**src/rtl/hssaer_evt_asm_pkg.sv**
```systemverilog
// Shared types and defaults for the HSSAER event assembler.
package hssaer_pkg;

  localparam int DSIZE_DEF  = 8;
  localparam int NCHUNK_DEF = 4;
  localparam int TO_MAX_DEF = 64;
  localparam int CNT_W      = 16;

  typedef enum logic [1:0] {
    ST_IDLE    = 2'd0,
    ST_COLLECT = 2'd1,
    ST_DROP    = 2'd2
  } state_e;

endpackage

```
**src/rtl/hssaer_fifo2.sv**
```systemverilog
// Two-entry first-in first-out buffer; entry 0 is always the head.
module hssaer_fifo2 #(
  parameter int W = 32
) (
  input  logic         clk,
  input  logic         _rst,
  input  logic         push,
  input  logic [W-1:0] din,
  input  logic         pop,
  output logic [W-1:0] dout,
  output logic         full,
  output logic         empty
);

  logic [1:0]   cnt_q, cnt_d;
  logic [W-1:0] e0_q, e0_d;
  logic [W-1:0] e1_q, e1_d;
  logic         do_pop;
  logic         do_push;

  assign dout  = e0_q;
  assign full  = (cnt_q == 2'd2);
  assign empty = (cnt_q == 2'd0);

  // Next occupancy and contents; a push into a full buffer only lands when a pop frees the head.
  always_comb begin
    cnt_d   = cnt_q;
    e0_d    = e0_q;
    e1_d    = e1_q;
    do_pop  = pop && (cnt_q != 2'd0);
    do_push = push && ((cnt_q != 2'd2) || do_pop);
    case ({do_push, do_pop})
      2'b10: begin
        if (cnt_q == 2'd0) e0_d = din;
        else               e1_d = din;
        cnt_d = cnt_q + 2'd1;
      end
      2'b01: begin
        e0_d  = e1_q;
        cnt_d = cnt_q - 2'd1;
      end
      2'b11: begin
        if (cnt_q == 2'd1) begin
          e0_d = din;
        end else begin
          e0_d = e1_q;
          e1_d = din;
        end
      end
      default: ;
    endcase
  end

  // Storage registers, cleared so the output word reads zero out of reset.
  always_ff @(posedge clk or negedge _rst) begin
    if (!_rst) begin
      cnt_q <= 2'd0;
      e0_q  <= '0;
      e1_q  <= '0;
    end else begin
      cnt_q <= cnt_d;
      e0_q  <= e0_d;
      e1_q  <= e1_d;
    end
  end

endmodule

```
**src/rtl/hssaer_evt_asm.sv**
```systemverilog
// Assembles NCHUNK decoded HSSAER chunks into one event word, with
// parity/truncation/overflow statistics and a two-entry output buffer.
module hssaer_evt_asm
  import hssaer_pkg::*;
#(
  parameter int DSIZE  = DSIZE_DEF,
  parameter int NCHUNK = NCHUNK_DEF,
  parameter int TO_MAX = TO_MAX_DEF
) (
  input  logic                    clk,
  input  logic                    _rst,
  input  logic [DSIZE-1:0]        in_d,
  input  logic                    in_st,
  input  logic                    in_dok,
  input  logic                    in_err,
  input  logic                    in_idle,
  output logic [DSIZE*NCHUNK-1:0] evt_data,
  output logic                    evt_valid,
  input  logic                    evt_ready,
  input  logic                    cnt_clr,
  output logic [CNT_W-1:0]        cnt_par,
  output logic [CNT_W-1:0]        cnt_trunc,
  output logic [CNT_W-1:0]        cnt_ovf,
  output logic                    busy
);

  localparam int WW = DSIZE * NCHUNK;
  localparam int IW = $clog2(NCHUNK + 1);
  localparam int TW = $clog2(TO_MAX + 1);

  state_e         state_q, state_d;
  logic [IW-1:0]  idx_q, idx_d;
  logic [TW-1:0]  tmr_q, tmr_d;
  logic [WW-1:0]  word_q, word_d;
  logic           busy_q, busy_d;
  logic [CNT_W-1:0] cnt_par_q, cnt_par_d;
  logic [CNT_W-1:0] cnt_trunc_q, cnt_trunc_d;
  logic [CNT_W-1:0] cnt_ovf_q, cnt_ovf_d;

  logic [WW-1:0]  chunk_word;
  logic           push;
  logic           pop;
  logic           par_inc;
  logic           trunc_inc;
  logic           ovf_inc;
  logic           fifo_full;
  logic           fifo_empty;

  function automatic logic [CNT_W-1:0] sat_inc(input logic [CNT_W-1:0] v, input logic inc);
    if (inc && (v != {CNT_W{1'b1}})) return v + {{(CNT_W-1){1'b0}}, 1'b1};
    return v;
  endfunction

  // New chunk shifted in below the chunks already collected.
  assign chunk_word = {word_q[WW-DSIZE-1:0], in_d};

  assign evt_valid = !fifo_empty;
  assign pop       = evt_valid && evt_ready;
  assign ovf_inc   = push && fifo_full && !pop;
  assign busy      = busy_q;
  assign cnt_par   = cnt_par_q;
  assign cnt_trunc = cnt_trunc_q;
  assign cnt_ovf   = cnt_ovf_q;

  // Frame sequencing: error beats idle beats strobe; a quiet gap of TO_MAX cycles truncates.
  always_comb begin
    state_d   = state_q;
    idx_d     = idx_q;
    tmr_d     = tmr_q;
    word_d    = word_q;
    push      = 1'b0;
    par_inc   = 1'b0;
    trunc_inc = 1'b0;
    case (state_q)
      ST_IDLE: begin
        if (in_st && !in_err) begin
          word_d  = {{(WW-DSIZE){1'b0}}, in_d};
          idx_d   = IW'(1);
          tmr_d   = '0;
          state_d = in_dok ? ST_COLLECT : ST_DROP;
        end
      end
      ST_COLLECT, ST_DROP: begin
        if (in_err || in_idle) begin
          state_d   = ST_IDLE;
          idx_d     = '0;
          tmr_d     = '0;
          trunc_inc = 1'b1;
        end else if (in_st) begin
          tmr_d = '0;
          if (idx_q == IW'(NCHUNK - 1)) begin
            state_d = ST_IDLE;
            idx_d   = '0;
            if (state_q == ST_COLLECT && in_dok) push    = 1'b1;
            else                                 par_inc = 1'b1;
          end else begin
            idx_d = idx_q + IW'(1);
            if (state_q == ST_COLLECT && in_dok) word_d  = chunk_word;
            else                                 state_d = ST_DROP;
          end
        end else if (tmr_q == TW'(TO_MAX - 1)) begin
          state_d   = ST_IDLE;
          idx_d     = '0;
          tmr_d     = '0;
          trunc_inc = 1'b1;
        end else begin
          tmr_d = tmr_q + TW'(1);
        end
      end
      default: begin
        state_d = ST_IDLE;
        idx_d   = '0;
        tmr_d   = '0;
      end
    endcase
    busy_d = (state_d != ST_IDLE);
  end

  // Statistics counters: saturating, with clear taking precedence over any increment.
  always_comb begin
    cnt_par_d   = cnt_clr ? '0 : sat_inc(cnt_par_q, par_inc);
    cnt_trunc_d = cnt_clr ? '0 : sat_inc(cnt_trunc_q, trunc_inc);
    cnt_ovf_d   = cnt_clr ? '0 : sat_inc(cnt_ovf_q, ovf_inc);
  end

  // FSM, assembly and counter registers.
  always_ff @(posedge clk or negedge _rst) begin
    if (!_rst) begin
      state_q     <= ST_IDLE;
      idx_q       <= '0;
      tmr_q       <= '0;
      word_q      <= '0;
      busy_q      <= 1'b0;
      cnt_par_q   <= '0;
      cnt_trunc_q <= '0;
      cnt_ovf_q   <= '0;
    end else begin
      state_q     <= state_d;
      idx_q       <= idx_d;
      tmr_q       <= tmr_d;
      word_q      <= word_d;
      busy_q      <= busy_d;
      cnt_par_q   <= cnt_par_d;
      cnt_trunc_q <= cnt_trunc_d;
      cnt_ovf_q   <= cnt_ovf_d;
    end
  end

  hssaer_fifo2 #(
    .W (WW)
  ) u_fifo (
    .clk   (clk),
    ._rst  (_rst),
    .push  (push),
    .din   (chunk_word),
    .pop   (pop),
    .dout  (evt_data),
    .full  (fifo_full),
    .empty (fifo_empty)
  );

endmodule

```
**config.mk**
```make
export PLATFORM = sky130hd
export DESIGN_NAME = hssaer_evt_asm
export DESIGN_NICKNAME = d
export VERILOG_FILES = /design/src/rtl/hssaer_evt_asm_pkg.sv /design/src/rtl/hssaer_fifo2.sv /design/src/rtl/hssaer_evt_asm.sv
export SDC_FILE = /design/constraint.sdc
export NUM_CORES = 1
export LEC_CHECK = 0
export CAP_MARGIN = 20
export CORE_MARGIN = 3
export CORE_UTILIZATION = 45
export CTS_BUF_LIST = sky130_fd_sc_hd__clkbuf_4 sky130_fd_sc_hd__clkbuf_8 sky130_fd_sc_hd__clkbuf_16
export DETAILED_ROUTE_END_ITERATION = 12
export GPL_TIMING_DRIVEN = 0
export PLACE_DENSITY_LB_ADDON = 0.05
export SLEW_MARGIN = 40
export SYNTH_ARGS = -nofsm -noshare
export SYNTH_HDL_FRONTEND = slang
export SYNTH_SLANG_ARGS = --single-unit
```
**constraint.sdc**
```tcl
create_clock -name clk -period 3.6 [get_ports clk]
set_input_delay 0.54 -clock clk [delete_from_list [all_inputs] [get_ports clk]]
set_output_delay 0.54 -clock clk [all_outputs]
set_load 0.05 [all_outputs]
```
==> run metrics <==
status=finished, final reports clean; Final Power=between 6000 and 7000 uW; Crit Path Class=register to register; first-pass GRT wire length=28.8 mm; Clock Path Buffers=2; fillers=1369; clock sink total=approximately 150; Pint=between 3000 and 4000 uW; vias per cell=5.45; register bit total from synthesis=approximately 150; yosys warns=0; Sw Ratio=about 41%; Die Footprint=between 15000 and 20000 um2; dpl cells=roughly 1000; Root Buffer=clkbuf_16; Syn Nets=763; Syn Inst Count=about 740; Flop pwr share=between 30% and 40%; fmax=approximately 330 MHz; Clk network pwr share=approximately a quarter; Sw Pwr=between 2000 and 3000 uW; critical-path maximum fanout=10; CTS Buf Count=17; CTS tree=built; Mapped Area=approximately 7100 um2; row count=45; Gates resized, CTS repair=0; Initial Util=46.5%; num ports=a little under 100; EDFF count, synth=0; antenna violations before repair=0; Clock Latency Late Sink=between 0.4 and 0.5 ns; Hold WC Path Type=register to register; Wirelength per Cell=between 15 and 20 um; max_cap viols=0; ANT cells=0; post-layout util=~60%; sum of buffers and inverters on the critical path=2; fin crit share=between 80% and 90%; met3 WL=roughly 630 um; die width=roughly 130 um; Max Clock Skew=around 0.013 ns; slack of the critical path=roughly 0.56 ns; cell leakage power=0.00373 uW; Synth cell types=between 50 and 60; measured slew at the worst slew-check pin=slightly below 0.7 ns; worst hold slack=about 0.49 ns; WL met1=7.85 mm; fin. max-slew vios=0; Rel. slew slack=53.2%; total number of vias=slightly below 6000; crit-path max cell delay=0.61 ns; DIE HEIGHT=132 um; Largest delay share family, worst path=simple AND/OR/NAND/NOR gates; final hold viol count=0; crit-path cells=inv_1, ha_1, nor3b_4, nand3_1, a2111oi_4, buf_2, mux2_2; area of the multi-input gates=about 3200 um2; antenna viol nets, final=0; DRT iter0 DRCs=roughly 350; share of cells above drive strength 1=under 10%; P&R area growth vs syn=26.1%; PwrDens=around 690 nW/um2; FF+latch area=~3800 um2; CP Data Required Time=~4 ns; final setup violation count=0; syn avg cell area=9.67 um2; core area=between 15000 and 20000 um2; # hold bufs at CTS=1; dpl hpwl=12.0 mm; 1st-pass router iterations=4; maximum vdd drop=slightly below 0.0004 V; pre-CTS setup slack=roughly 0.21 ns; slowest CP cell=a2111oi_4; H-tree depth=4; met2 wire length=~8.4 mm; largest net degree at the start of global routing=72; GRT Util Overall=between 20% and 30%; Nets=~900; WP data arrival=~3.3 ns; crit path time final=just over 3 ns; asr flop ratio synth=100%; Comb power frac=approximately 37%; Clk pin slew, worst setup/hold paths=0.06 ns; sequential cell area fraction in the yosys report=53.1%; Top Layer Used=met4; critical path endpoint category=register; startpoint types=register; Setup Fix Bufs, Post-CTS=0; detailed-route DRC error count=0; Top FF cell, synth=dfrtp_1; Final Non-Filler Cells=1078; vias in the first global route=5838; RSZ-0062 raised after global routing=no; gpl congestion=0.830; number of port buffers=just under 100; total gr overflow=0; WL final=between 15 and 20 mm
## metal layers
metal / vias to the layer above / global-route usage [%]
li1: 2829 / -
met1: 2898 / 27.1
met2: 133 / 33.4
met3: 13 / 3.55
met4: 0 / 5.83
met5: - / 0
## flip-flops by register name, indices dropped and copies added (netlist names)
signal        cells
busy              1
u_fifo.dout      32
idx_q             3
cnt_par          16
cnt_ovf          16
state_q           2
u_fifo.e1_q      32
tmr_q             7
u_fifo.cnt_q      2
word_q           24
cnt_trunc        16
## worst min-delay path, cell delays in order, from the launching register on
cell and delay (ns):
dfrtp_1 0.36, nand2_1 0.06, nand2_1 0.05
## final cells by class
cell class / count / area share (%)
clock buffers: 19 / 4.98
well taps: 211 / 2.94
flip-flops and latches: 151 / 42.1
plain buffers: 31 / 1.38
multi-input cells: 538 / 35.5
repair buffers: 100 / 11.6
inverters: 16 / 0.669
clock inverters: 12 / 0.892
## logic make-up after synthesis
family | count (synthesis) | synth area share, %
AOI/OAI and AO/OA | 114 | 10.4
xor gates and xnor gates | 24 | 2.95
adders and majority gates | 11 | 1.93
buffers and inverters | 47 | 2.58
DFF | 151 | 53.1
muxes | 39 | 6.07
and+or+nand+nor | 350 | 22.9
## synth_stat cells (all sizes together) (7+ instances only)
| library cell | number | area [um2] |
|---|---|---|
| o31ai | 10 | 80.1 |
| clkbuf | 24 | 90.1 |
| nand2 | 148 | 556 |
| mux2 | 33 | 372 |
| nand2b | 7 | 43.8 |
| buf | 7 | 33.8 |
| ha | 11 | 138 |
| nand3 | 41 | 205 |
| a31oi | 33 | 206 |
| inv | 16 | 60.1 |
| xnor2 | 19 | 166 |
| or4 | 7 | 52.6 |
| dfrtp | 151 | 3780 |
| nor3 | 9 | 45.0 |
| a21oi | 29 | 145 |
| nor4 | 15 | 100 |
| or3 | 13 | 81.3 |
| nor2 | 73 | 274 |
| o21ai | 21 | 105 |
| nand4 | 16 | 100 |
## stage by stage
step	area [um2]	setup TNS, ns
after floorplan	7120	0
after global placement	8350	-629.43
after detailed placement	8410	0
after CTS	8950	0
after global routing	8980	0
final	8980	0
## power by group through the flow
stage                     clock (uW)  combinational, uW  sequential, uW
after detailed placement           0               2260            2340
after global placement             0               2220            2330
after global routing            1710               2440            2350
after floorplan                    0                848            2940
final                           1590               2250            2310
after CTS                       1630               2260            2310
## path summary, 6_finish.rpt
| kind | from | end | slack (ns) | cells after the start |
|---|---|---|---|---|
| max | state_q[1] | u_fifo.e1_q[4] | 0.56 | 7 |
| min | word_q[20] | word_q[20] | 0.49 | 2 |
| max reg2reg | state_q[1] | u_fifo.e1_q[4] | 0.56 | 7 |
| min reg2reg | word_q[20] | word_q[20] | 0.49 | 2 |
| max in group asynchronous | _rst | u_fifo.e1_q[6] | 2.36 | 3 |
| min in group asynchronous | _rst | u_fifo.e1_q[26] | 0.59 | 2 |
## placed cells by master (no fill, tap or decap), types with 19 or more instances in the layout
cell             synthesis  final
a21oi_1                 29     29
a31oi_1                 33     33
clkbuf_1                24     24
clkdlybuf4s50_1          0     96
dfrtp_1                151    151
mux2_2                  32     32
nand2_1                148    148
nand3_1                 41     41
nor2_1                  73     73
o21ai_0                 19     19
xnor2_1                 19     19
Note: power is estimated with default switching activity, not from simulation.
